**src/rtl/l2_cacheline_adaptor.sv**
```systemverilog
// Bridges the L2's single-transaction 256-bit line port onto a 4-beat 64-bit memory burst.
// One request is latched in IDLE; a one-cycle line-level response is returned from DONE.
module l2_cacheline_adaptor #(
  parameter int unsigned LINE_WIDTH  = 256,
  parameter int unsigned BURST_WIDTH = 64
) (
  input  logic                   clk,
  input  logic                   rst,
  input  logic [LINE_WIDTH-1:0]  line_i,
  output logic [LINE_WIDTH-1:0]  line_o,
  input  logic [31:0]            address_i,
  input  logic                   read_i,
  input  logic                   write_i,
  output logic                   resp_o,
  input  logic [BURST_WIDTH-1:0] burst_i,
  output logic [BURST_WIDTH-1:0] burst_o,
  output logic [31:0]            address_o,
  output logic                   read_o,
  output logic                   write_o,
  input  logic                   resp_i
);

  localparam int unsigned BEATS      = LINE_WIDTH / BURST_WIDTH;
  localparam int unsigned CNT_W      = $clog2(BEATS);
  localparam int unsigned LINE_BYTES = LINE_WIDTH / 8;
  localparam logic [31:0] ADDR_MASK  = ~32'(LINE_BYTES - 1);
  localparam logic [CNT_W-1:0] LAST_BEAT = CNT_W'(BEATS - 1);

  typedef enum logic [1:0] {IDLE, RD_BURST, WR_BURST, DONE} state_t;

  state_t                state_q, state_d;
  logic [CNT_W-1:0]      cnt_q, cnt_d;
  logic [LINE_WIDTH-1:0] wline_q;
  logic [31:0]           addr_q;

  // State, beat counter, request latch and fill-line assembly
  always_ff @(posedge clk) begin
    if (rst) begin
      state_q <= IDLE;
      cnt_q   <= '0;
      wline_q <= '0;
      addr_q  <= '0;
      line_o  <= '0;
    end else begin
      state_q <= state_d;
      cnt_q   <= cnt_d;
      if (state_q == IDLE) begin
        if (write_i) begin
          wline_q <= line_i;
          addr_q  <= address_i & ADDR_MASK;
        end else if (read_i) begin
          addr_q  <= address_i & ADDR_MASK;
        end
      end
      if (state_q == RD_BURST && resp_i)
        line_o[BURST_WIDTH*cnt_q +: BURST_WIDTH] <= burst_i;
    end
  end

  // Next-state and memory/L2 handshake decode
  always_comb begin
    state_d   = state_q;
    cnt_d     = cnt_q;
    read_o    = 1'b0;
    write_o   = 1'b0;
    resp_o    = 1'b0;
    address_o = '0;
    burst_o   = '0;
    unique case (state_q)
      IDLE: begin
        if (write_i)     state_d = WR_BURST;
        else if (read_i) state_d = RD_BURST;
      end
      RD_BURST: begin
        read_o    = 1'b1;
        address_o = addr_q;
        if (resp_i) begin
          if (cnt_q == LAST_BEAT) begin
            cnt_d   = '0;
            state_d = DONE;
          end else begin
            cnt_d = cnt_q + CNT_W'(1);
          end
        end
      end
      WR_BURST: begin
        write_o   = 1'b1;
        address_o = addr_q;
        burst_o   = wline_q[BURST_WIDTH*cnt_q +: BURST_WIDTH];
        if (resp_i) begin
          if (cnt_q == LAST_BEAT) begin
            cnt_d   = '0;
            state_d = DONE;
          end else begin
            cnt_d = cnt_q + CNT_W'(1);
          end
        end
      end
      DONE: begin
        // L2 changes its request right after resp, so never sample here
        resp_o  = 1'b1;
        state_d = IDLE;
      end
      default: state_d = IDLE;
    endcase
  end

endmodule

```
**config.mk**
```make
export PLATFORM = sky130hd
export DESIGN_NAME = l2_cacheline_adaptor
export DESIGN_NICKNAME = d
export VERILOG_FILES = /design/src/rtl/l2_cacheline_adaptor.sv
export SDC_FILE = /design/constraint.sdc
export NUM_CORES = 1
export LEC_CHECK = 0
export CAP_MARGIN = 20
export CORE_AREA = 5 5 271 273
export CTS_CLUSTER_SIZE = 30
export DETAILED_ROUTE_END_ITERATION = 7
export DIE_AREA = 0 0 276 278
export DONT_BUFFER_PORTS = 1
export HOLD_SLACK_MARGIN = 0.02
export PLACE_DENSITY_LB_ADDON = 0.25
export SYNTH_ARGS = -nofsm -noshare
export SYNTH_HDL_FRONTEND = slang
export SYNTH_SLANG_ARGS = --single-unit
```
**constraint.sdc**
```tcl
create_clock -name clk -period 2.5 [get_ports clk]
set_input_delay 0.5 -clock clk [delete_from_list [all_inputs] [get_ports clk]]
set_output_delay 0.5 -clock clk [all_outputs]
set_load 0.005 [all_outputs]
```
== After elaboration in Yosys (flattened, before gate mapping) ==
Index checks and enable logic that the tools add are counted.

* $add $sub $neg: 2
* Multipliers: 0
* Div/mod/pow operators: 0
* Order comparisons: 0
* Equal/unequal tests: 7
* Shifts and indexed selects: 3
* Muxes and demuxes: 14
* Bitwise operators: 0
* Reductions and logical operators: 8

{| class="wikitable"
|+ Operators with widths
! operator !! number
|-
| $bwmux W256 || 1
|-
| $shift A64 B34 Y256 const A || 1
|-
| $shiftx A256 B9 Y64 || 1
|-
| $shiftx A64 B34 Y256 || 1
|-
| $mux W32 || 3
|-
| $mux W64 || 1
|-
| $neg A8 Y34 || 1
|-
| $mux W2 || 5
|-
| $eq A2 B2 Y1 const B || 3
|-
| $pmux W2 S3 || 1
|-
| $reduce_and A2 Y1 || 3
|-
| $ne A2 B1 Y1 const B || 2
|-
| $mux W1 || 3
|-
| $ne A3 B3 Y1 const B || 1
|-
| $reduce_and A3 Y1 || 1
|-
| $add A2 B1 Y2 const B || 1
|-
| $eq A2 B1 Y1 const B || 1
|-
| $logic_not A2 Y1 || 1
|-
| $reduce_bool A2 Y1 || 1
|-
| $reduce_or A2 Y1 || 1
|-
| $logic_and A1 B1 Y1 || 1
|}

* Flip-flop bits (word level): 548
* Bits in latches: 0
* Memory bits (writable): 0
* Memory bits (read-only): 0
* Output and inout bits: 355
* Memories: 0

== Logic depth before layout (Yosys ltp) ==
Gate-level depths: netlist of run 1.

* Depth after elaboration: 4
* Mapped depth: 9
* Depth with buffers taken out: 5

== Least setup slack after synthesis of run 1 ==
Ideal clock, no wire load.

* Path type: flip-flop to flip-flop
* From: reg cnt_q[1]
* To: reg line_o[192]
* Setup time: 0.059 ns
* Arrival time: 2.344 ns
* Data required time: 2.441 ns
* Path slack: 0.098 ns
* Cell stages (with the launch flop): 9
* Buffers on the path: 3
* Clock period less this slack: 2.402 ns
* Cells stage by stage: dfxtp_1 buf_2 buf_1 inv_1 ha_1 nand4b_1 nor4_4 buf_6 a22o_1

* Longest elaborated chain between the ends: 3
* Elaborated cells between the ends (all ways): 4

{| class="wikitable"
|+ RTL lines
! element !! line !! source
|-
| from (decl) || 32 || <nowiki>logic [CNT_W-1:0] cnt_q, cnt_d;</nowiki>
|-
| from (signal assigned) || 46 || <nowiki>cnt_q <= cnt_d;</nowiki>
|-
| $neg A8 Y34 * || 56 || <nowiki>line_o[BURST_WIDTH*cnt_q +: BURST_WIDTH] <= burst_i;</nowiki>
|-
| $shiftx A64 B34 Y256 / $shift A64 B34 Y256 (equally long branches) || 56 ||
|-
| $bwmux W256 * || 56 ||
|-
| to (signal, indexed assignment) || 56 ||
|-
| to (decl) || 10 || <nowiki>output logic [LINE_WIDTH-1:0] line_o,</nowiki>
|}

Every way passes the cells marked *; elsewhere a longest branch is shown, timed or not.
A chain may end at the register's enable or synchronous reset.

== Final worst setup path of run 1 ==
* From: reg cnt_q[0]
* To: out burst_o[15]

* Longest elaborated chain between the ends: 2

{| class="wikitable"
|+ RTL lines
! element !! line !! source
|-
| $shiftx A256 B9 Y64 || 89 || <nowiki>burst_o = wline_q[BURST_WIDTH*cnt_q +: BURST_WIDTH];</nowiki>
|-
| $mux W64 || 69 || <nowiki>unique case (state_q)</nowiki>
|-
| to (decl) || 16 || <nowiki>output logic [BURST_WIDTH-1:0] burst_o,</nowiki>
|}

No other way between the ends.

==> results.md, run 1 <==
- Min cycle time layout: 2.56 ns
- EDFF count, synth: 0
- Synth Area in Simple Gates: 17.2%
- Dpl hpwl: 51800 um
- Nets: 2826
- Worst Tran Pin Value: 0.713 ns
- WL/cell: 22.2 um
- Max cap viols: 0
- Worst setup EP type: primary output
- Die area: 76700 um^2
- Final std cell area, no fill: 27400 um^2
- Synth Flop Type: dfxtp_1
- Critical Path, Cell by Cell: buf_12 -> buf_16 -> mux4_2 -> and2_4
- Maximum root-to-sink buffer count: 3
- Hold Crit Class: in -> reg
- Pin count of the biggest net entering global routing: 251
- Crit-path leading delay family: multiplexers
- Post-Synth XOR/XNOR Area: 0%
- Core footprint: between 70000 and 80000 um^2
- Adder-cell share of the synthesized area: 0.729%
- Vias in the first global route: 17800
- Final core occ: 38.7%
- Initial antenna violation count: 10
- Synth unique cells: 34
- Via Count: 17600
- Fill cells: between 6000 and 7000
- Worst hold margin: between 0.06 and 0.07 ns
- Failing checks: negative setup slack
- Mapped Cells: 2191
- Detailed Route WL: 77000 um
- Largest vdd supply drop: around 670 uV
- Largest family of logic cells by synthesized area: simple AND/OR/NAND/NOR gates
- Final Setup Violations: 33
- Tcrit/Tclk final: 103%
- Seq/Total Area, Yosys: 52.8%
- Placed cell area: 21400 um^2
- Starting Density: 29.1%
- IO Count: a little over 700
- Total GRT Usage: roughly a fifth
- Pwr Total: 0.0257 W
- Post-synthesis mux area share: 7.20%
- Outcome: finished, violations left
- PortBufs: 0
- Die H: approximately 280 um
- CP max stage delay: 0.55 ns
- Clk_lat worst skew: 0.64 ns
- Final hold vios: 0
- GP Congestion: approximately 0.85
- Leak: 10.1 nW
- Ratio of cells with drive above 1 in the final layout: roughly an eighth
- First-pass DRT Iterations: 6
- CP Launch Type: register
- Ys async rst share: 0%
- Clk_skew: between 0.02 and 0.03 ns
- Worst path required time: 2.00 ns
- Worst slew margin: 52.5%
- Die X: 276 um
- FF/Latch Area: roughly 11000 um^2
- Critical setup path kind: reg -> out
- DRC viols: 0
- FMAX: 0.390 GHz
- Ys Warns: 0
- Final worst setup slack: -0.0637 ns
- Syn Area/Cell: 9.40 um^2
- Clk sink count: approximately 540
- Slowest-stage cell, CP: mux4_2
- First-pass GRT wire length: 114000 um
- Area growth syn-to-layout: 33.1%
- Global route total overflow: 0
- Footprint of the multi-input gates: 8930 um^2
- RSZ-0062 raised after global routing: true
- Crit path DAT: just over 2 ns
- Fin. max-slew vios: 0
- Pwr Density: 939 nW/um^2
- Worst-path maximum fanout: 8
- Vias per cell: 5.07
- H-tree depth: 2
- Register bit total from synthesis: 543
- Post-Syn Area: roughly 21000 um^2
- CTS tree: built
- Reg2reg setup slack: 0.18 ns
- Row cnt: 98
- Reg clk slew, reported paths: 0.06 ns
- Post-synthesis compound-gate area fraction: 16.9%
- CTS Buf Count: 61
- CP Buf/Inv Count: 2
- DRT iter0 DRCs: about 1300
- CTS root buffer: clkbuf_16
- Routed Antenna Nets: 0
## routing by layer
| layer | vias to the layer above | share of wire, % | track usage [%] |
|---|---|---|---|
| met5 | - | 0.017 | 0 |
| met4 | 2 | 4.5 | 8.20 |
| met3 | 164 | 8.6 | 5.70 |
| met2 | 857 | 48 | 31.6 |
| met1 | 8487 | 39 | 22.3 |
| li1 | 8063 | - | - |
## synthesized netlist by cell type (9+ instances only)
master | number | area share [%]
buf_1 | 11 | 0.20
nand2_1 | 634 | 12
a22o_1 | 192 | 8.2
nor2b_1 | 13 | 0.39
buf_2 | 82 | 2.0
a21oi_1 | 348 | 8.5
buf_4 | 9 | 0.33
nand3_1 | 66 | 1.6
clkbuf_1 | 67 | 1.2
buf_6 | 23 | 1.3
ha_1 | 12 | 0.73
mux4_2 | 64 | 7.0
and2_1 | 91 | 2.8
dfxtp_1 | 543 | 53
## layout make-up
| class | instances | share of cell area, % |
|---|---|---|
| Tap cell | 950 | 4.34 |
| Inverter | 4 | 0.0548 |
| Clock inverter | 31 | 1.51 |
| Clock buffer | 84 | 6.47 |
| Multi-Input combinational cell | 1456 | 32.6 |
| Timing Repair Buffer | 391 | 15.3 |
| Antenna cell | 8 | 0.0730 |
| Sequential cell | 543 | 39.7 |
## worst paths after layout
path,from,endpoint,depth (start not counted)
setup / recovery,cnt_q[0],burst_o[15],4
hold / removal,line_i[13],wline_q[13],2
setup reg to reg,cnt_q[0],line_o[189],7
hold reg to reg,addr_q[16],addr_q[16],2
## power by group
part	internal (W)	total, W	switching [W]	leakage, nW
Clock	0.00572	0.00950	0.00378	1.08
Sequential	0.00961	0.0102	0.000552	4.42
Combinational	0.00260	0.00607	0.00347	4.61
## worst register-to-register path, cell delays in order, from the launching register on
cell and delay [ns]:
dfxtp_4 0.37, buf_4 0.14, inv_1 0.07, ha_1 0.50
nor4b_4 0.38, buf_4 0.46, nand3_1 0.17, a21oi_1 0.16
## timing repair
action,CTS,global route
endpoints found under the hold margin,486,0
setup endpoints to repair,86,86
resized for setup,87,7
gates cloned,3,1
setup buffers,7,0
pin swaps,19,0
hold buffers,331,0
## through the flow
stage          TNS, ns  cells  setup WS (ns)
2_1_floorplan        0   2195         0.0976
3_3_place_gp         0   3002          0.341
3_5_place_dp         0   3002          0.298
4_1_cts          -5.81   3458         -0.153
5_1_grt          -5.23   3467         -0.151
6_report        -0.857   3467        -0.0637
## flip-flops by register name (all words and copies together) (netlist names)
| register | flops |
|---|---|
| wline_q | 256 |
| addr_q | 27 |
| line_o | 256 |
| state_q | 2 |
| cnt_q | 2 |
## cell usage in the layout (no fill, tap or decap), drive strengths merged, types with 2 or more instances in the layout
master	Yosys	final
clkinv	0	19
clkbuf	67	85
mux4	64	64
ha	12	12
diode	0	8
nor2	8	8
dlygate4sd3	0	330
inv	4	8
nor2b	13	13
nor4	3	3
conb	1	5
bufinv	0	7
and2	92	92
nand4	2	2
a31oi	3	3
mux2i	3	3
a22o	192	192
buf	125	60
nand2b	2	2
a21oi	348	348
nand3	66	66
dfxtp	543	543
nand2	634	634
## kinds of logic (layout without fill, tap and decap cells)
family | Yosys count | count (layout)
compound gates | 547 | 547
buf+inv | 196 | 510
mux | 68 | 68
fa+ha+maj | 12 | 12
other cells | 1 | 13
simple gates | 824 | 824
flops | 543 | 543
(Power assumes the default switching activity.)
==> run 2: changes to the inputs <==
CORE_AREA = 5 5 277 279   (was 5 5 271 273)
DIE_AREA = 0 0 282 284   (was 0 0 276 278)
==> results.md, run 2 (synthesis results as in run 1) <==
- Vias per cell: 4.95
- Worst path required time: 2.00 ns
- Row cnt: 100
- Crit path DAT: 2.10 ns
- Total GRT Usage: about 18%
- Final worst setup slack: -0.100 ns
- NetSw: 0.00777 W
- Area growth syn-to-layout: 33.2%
- WL met3: 6060 um
- P_int: 0.0178 W
- R2r worst-path depth: 8
- Footprint of the multi-input gates: 8890 um^2
- Maximum root-to-sink buffer count: 3
- Nets: 2839
- Hold Crit Class: in -> reg
- CTS Buf Count: 60
- Final Setup Violations: 45
- Dpl hpwl: a little over 50000 um
- WL met2: 38800 um
- End of the worst register-to-register path: line_o[69]
- Via Count: between 15000 and 20000
- H-tree depth: 2
- Worst setup EP type: primary output
- CP Launch Type: register
- Core footprint: around 74000 um^2
- Worst-path maximum fanout: 8
- FMAX: 0.385 GHz
- First-pass DRT Iterations: 5
- Leak: 10.1 nW
- Tcrit/Tclk final: 104%
- Hold EP: wline_q[141]
- Largest vdd supply drop: 587 uV
- Fin. max-slew vios: 0
- Hold path cells: 2
- Ratio of cells with drive above 1 in the final layout: between 10% and 20%
- Reg clk slew, reported paths: 0.06 ns
- RSZ-0062 raised after global routing: true
- Pin count of the biggest net entering global routing: 300
- GP Congestion: 0.841
- PortBufs: 0
- Starting Density: between 20% and 30%
- Final hold vios: 0
- DRT iter0 DRCs: between 900 and 1000
- Critical setup path kind: reg -> out
- Wire length on met1: ~30000 um
- Hold Startpoint: line_i[141]
- IO Count: between 700 and 800
- Final std cell area, no fill: 27400 um^2
- Worst slew margin: 51.4%
- Reg2reg setup slack: 0.20 ns
- Most frequent cells in the layout: 633 x nand2_1, 540 x dfxtp_1, 348 x a21oi_1
- CTS root buffer: clkbuf_16
- Worst Tran Pin Value: 0.728 ns
- Vias in the first global route: 17700
- CTS tree: built
- Clk_skew: 0.0413 ns
- Dpl ws: approximately 0.33 ns
- Clock share of power: 36.5%
- R2r startpoint: cnt_q[0]
- Commonest non-fill, non-tap cell in the layout: nand2_1
- Clk sink count: 543
- Routed Antenna Nets: 0
- Combinational share of power: approximately a quarter
- Die H: 284 um
- Pwr Density: 931 nW/um^2
- DRC viols: 0
- Outcome: finished, violations left
- Die area: 80100 um^2
- Global route total overflow: 0
- Failing checks: negative setup slack
- Flop pwr share: about two fifths
- Switching fraction of total power: 30.4%
- Max cap viols: 0
- Biggest regs: line_o x256, wline_q x256, addr_q x27
- FF/Latch Area: 10900 um^2
- First-pass GRT wire length: 113000 um
- Clk_lat worst skew: 0.63 ns
- Die X: approximately 280 um
- Highest metal used: met4
- Min cycle time layout: between 2 and 3 ns
- Detailed Route WL: 77800 um
- Fill cells: 7268
- Placed cell area: 21500 um^2
- Initial antenna violation count: 9
- WL/cell: 22.2 um
-- run 2: cell types whose count changed in the layout (fill, tap and decap cells not counted), sizes merged --
cell / change
clkbuf: -11
dlygate4sd3: +8
buf: +7
diode: +4
clkinv: -3
clkinvlp: +3
bufinv: +2
inv: +1
-- run 2: worst max-delay path by stage --
| stage | startpoint | endpoint | slack [ns] |
|---|---|---|---|
| 2_1_floorplan | cnt_q[1] | line_o[192] | 0.1 |
| 3_3_place_gp | state_q[1] | line_o[200] | 0.40 |
| 3_5_place_dp | state_q[1] | line_o[254] | 0.33 |
| 4_1_cts | cnt_q[0] | burst_o[13] | -0.19 |
| 5_1_grt | cnt_q[0] | burst_o[13] | -0.18 |
| 6_report | cnt_q[0] | burst_o[13] | -0.1 |
-- run 2: routing by layer --
metal	vias to the layer above	global-route usage, %
met1	8388	21.1
met3	159	4.78
met4	0	6.98
li1	8090	-
met2	658	31.8
met5	-	0
-- run 2: area by class of cell --
cell class,count,area share [%]
tap,969,4.42
inverter,4,0.0547
clock buffer,74,5.88
timing repair buffer,405,15.7
sequential,543,39.7
antenna,12,0.109
clock inverter,34,1.80
multi-input combinational,1456,32.4
-- run 2: power by group through the flow --
stage	registers (W)	clock network (W)	logic, W
3_5_place_dp	0.0103	0	0.00506
2_1_floorplan	0.0101	0	0.00365
4_1_cts	0.0102	0.00955	0.00616
6_report	0.0102	0.00933	0.00603
5_1_grt	0.0103	0.00992	0.00661
3_3_place_gp	0.0103	0	0.00497
-- run 2: through the flow --
stage | hold WS [ns] | instances | total power [W] | util (%) | setup TNS, ns
3_3_place_gp | 0.438 | 3025 | 0.0153 | 29.1 | 0
6_report | 0.0686 | 3497 | 0.0255 | 37.1 | -2.48
5_1_grt | 0.0354 | 3497 | 0.0268 | 37.1 | -7.62
4_1_cts | 0.0204 | 3484 | 0.0259 | 37.1 | -8.45
2_1_floorplan | 0.431 | 2195 | 0.0138 | - | 0
3_5_place_dp | 0.444 | 3025 | 0.0154 | 29.1 | 0
-- run 2: repair_timing --
| action | CTS | global route |
|---|---|---|
| resized for setup | 68 | 3 |
| hold endpoints to repair | 482 | 0 |
| hold buffers | 340 | 0 |
| gates cloned | 4 | 0 |
| endpoints found under the setup margin | 86 | 77 |
| setup buffers | 7 | 3 |
-- run 2: critical path: stages, from the launching register on --
cell and delay [ns]:
dfxtp_4 0.39, buf_12 0.17, buf_16 0.16, mux4_2 0.52, and2_4 0.19
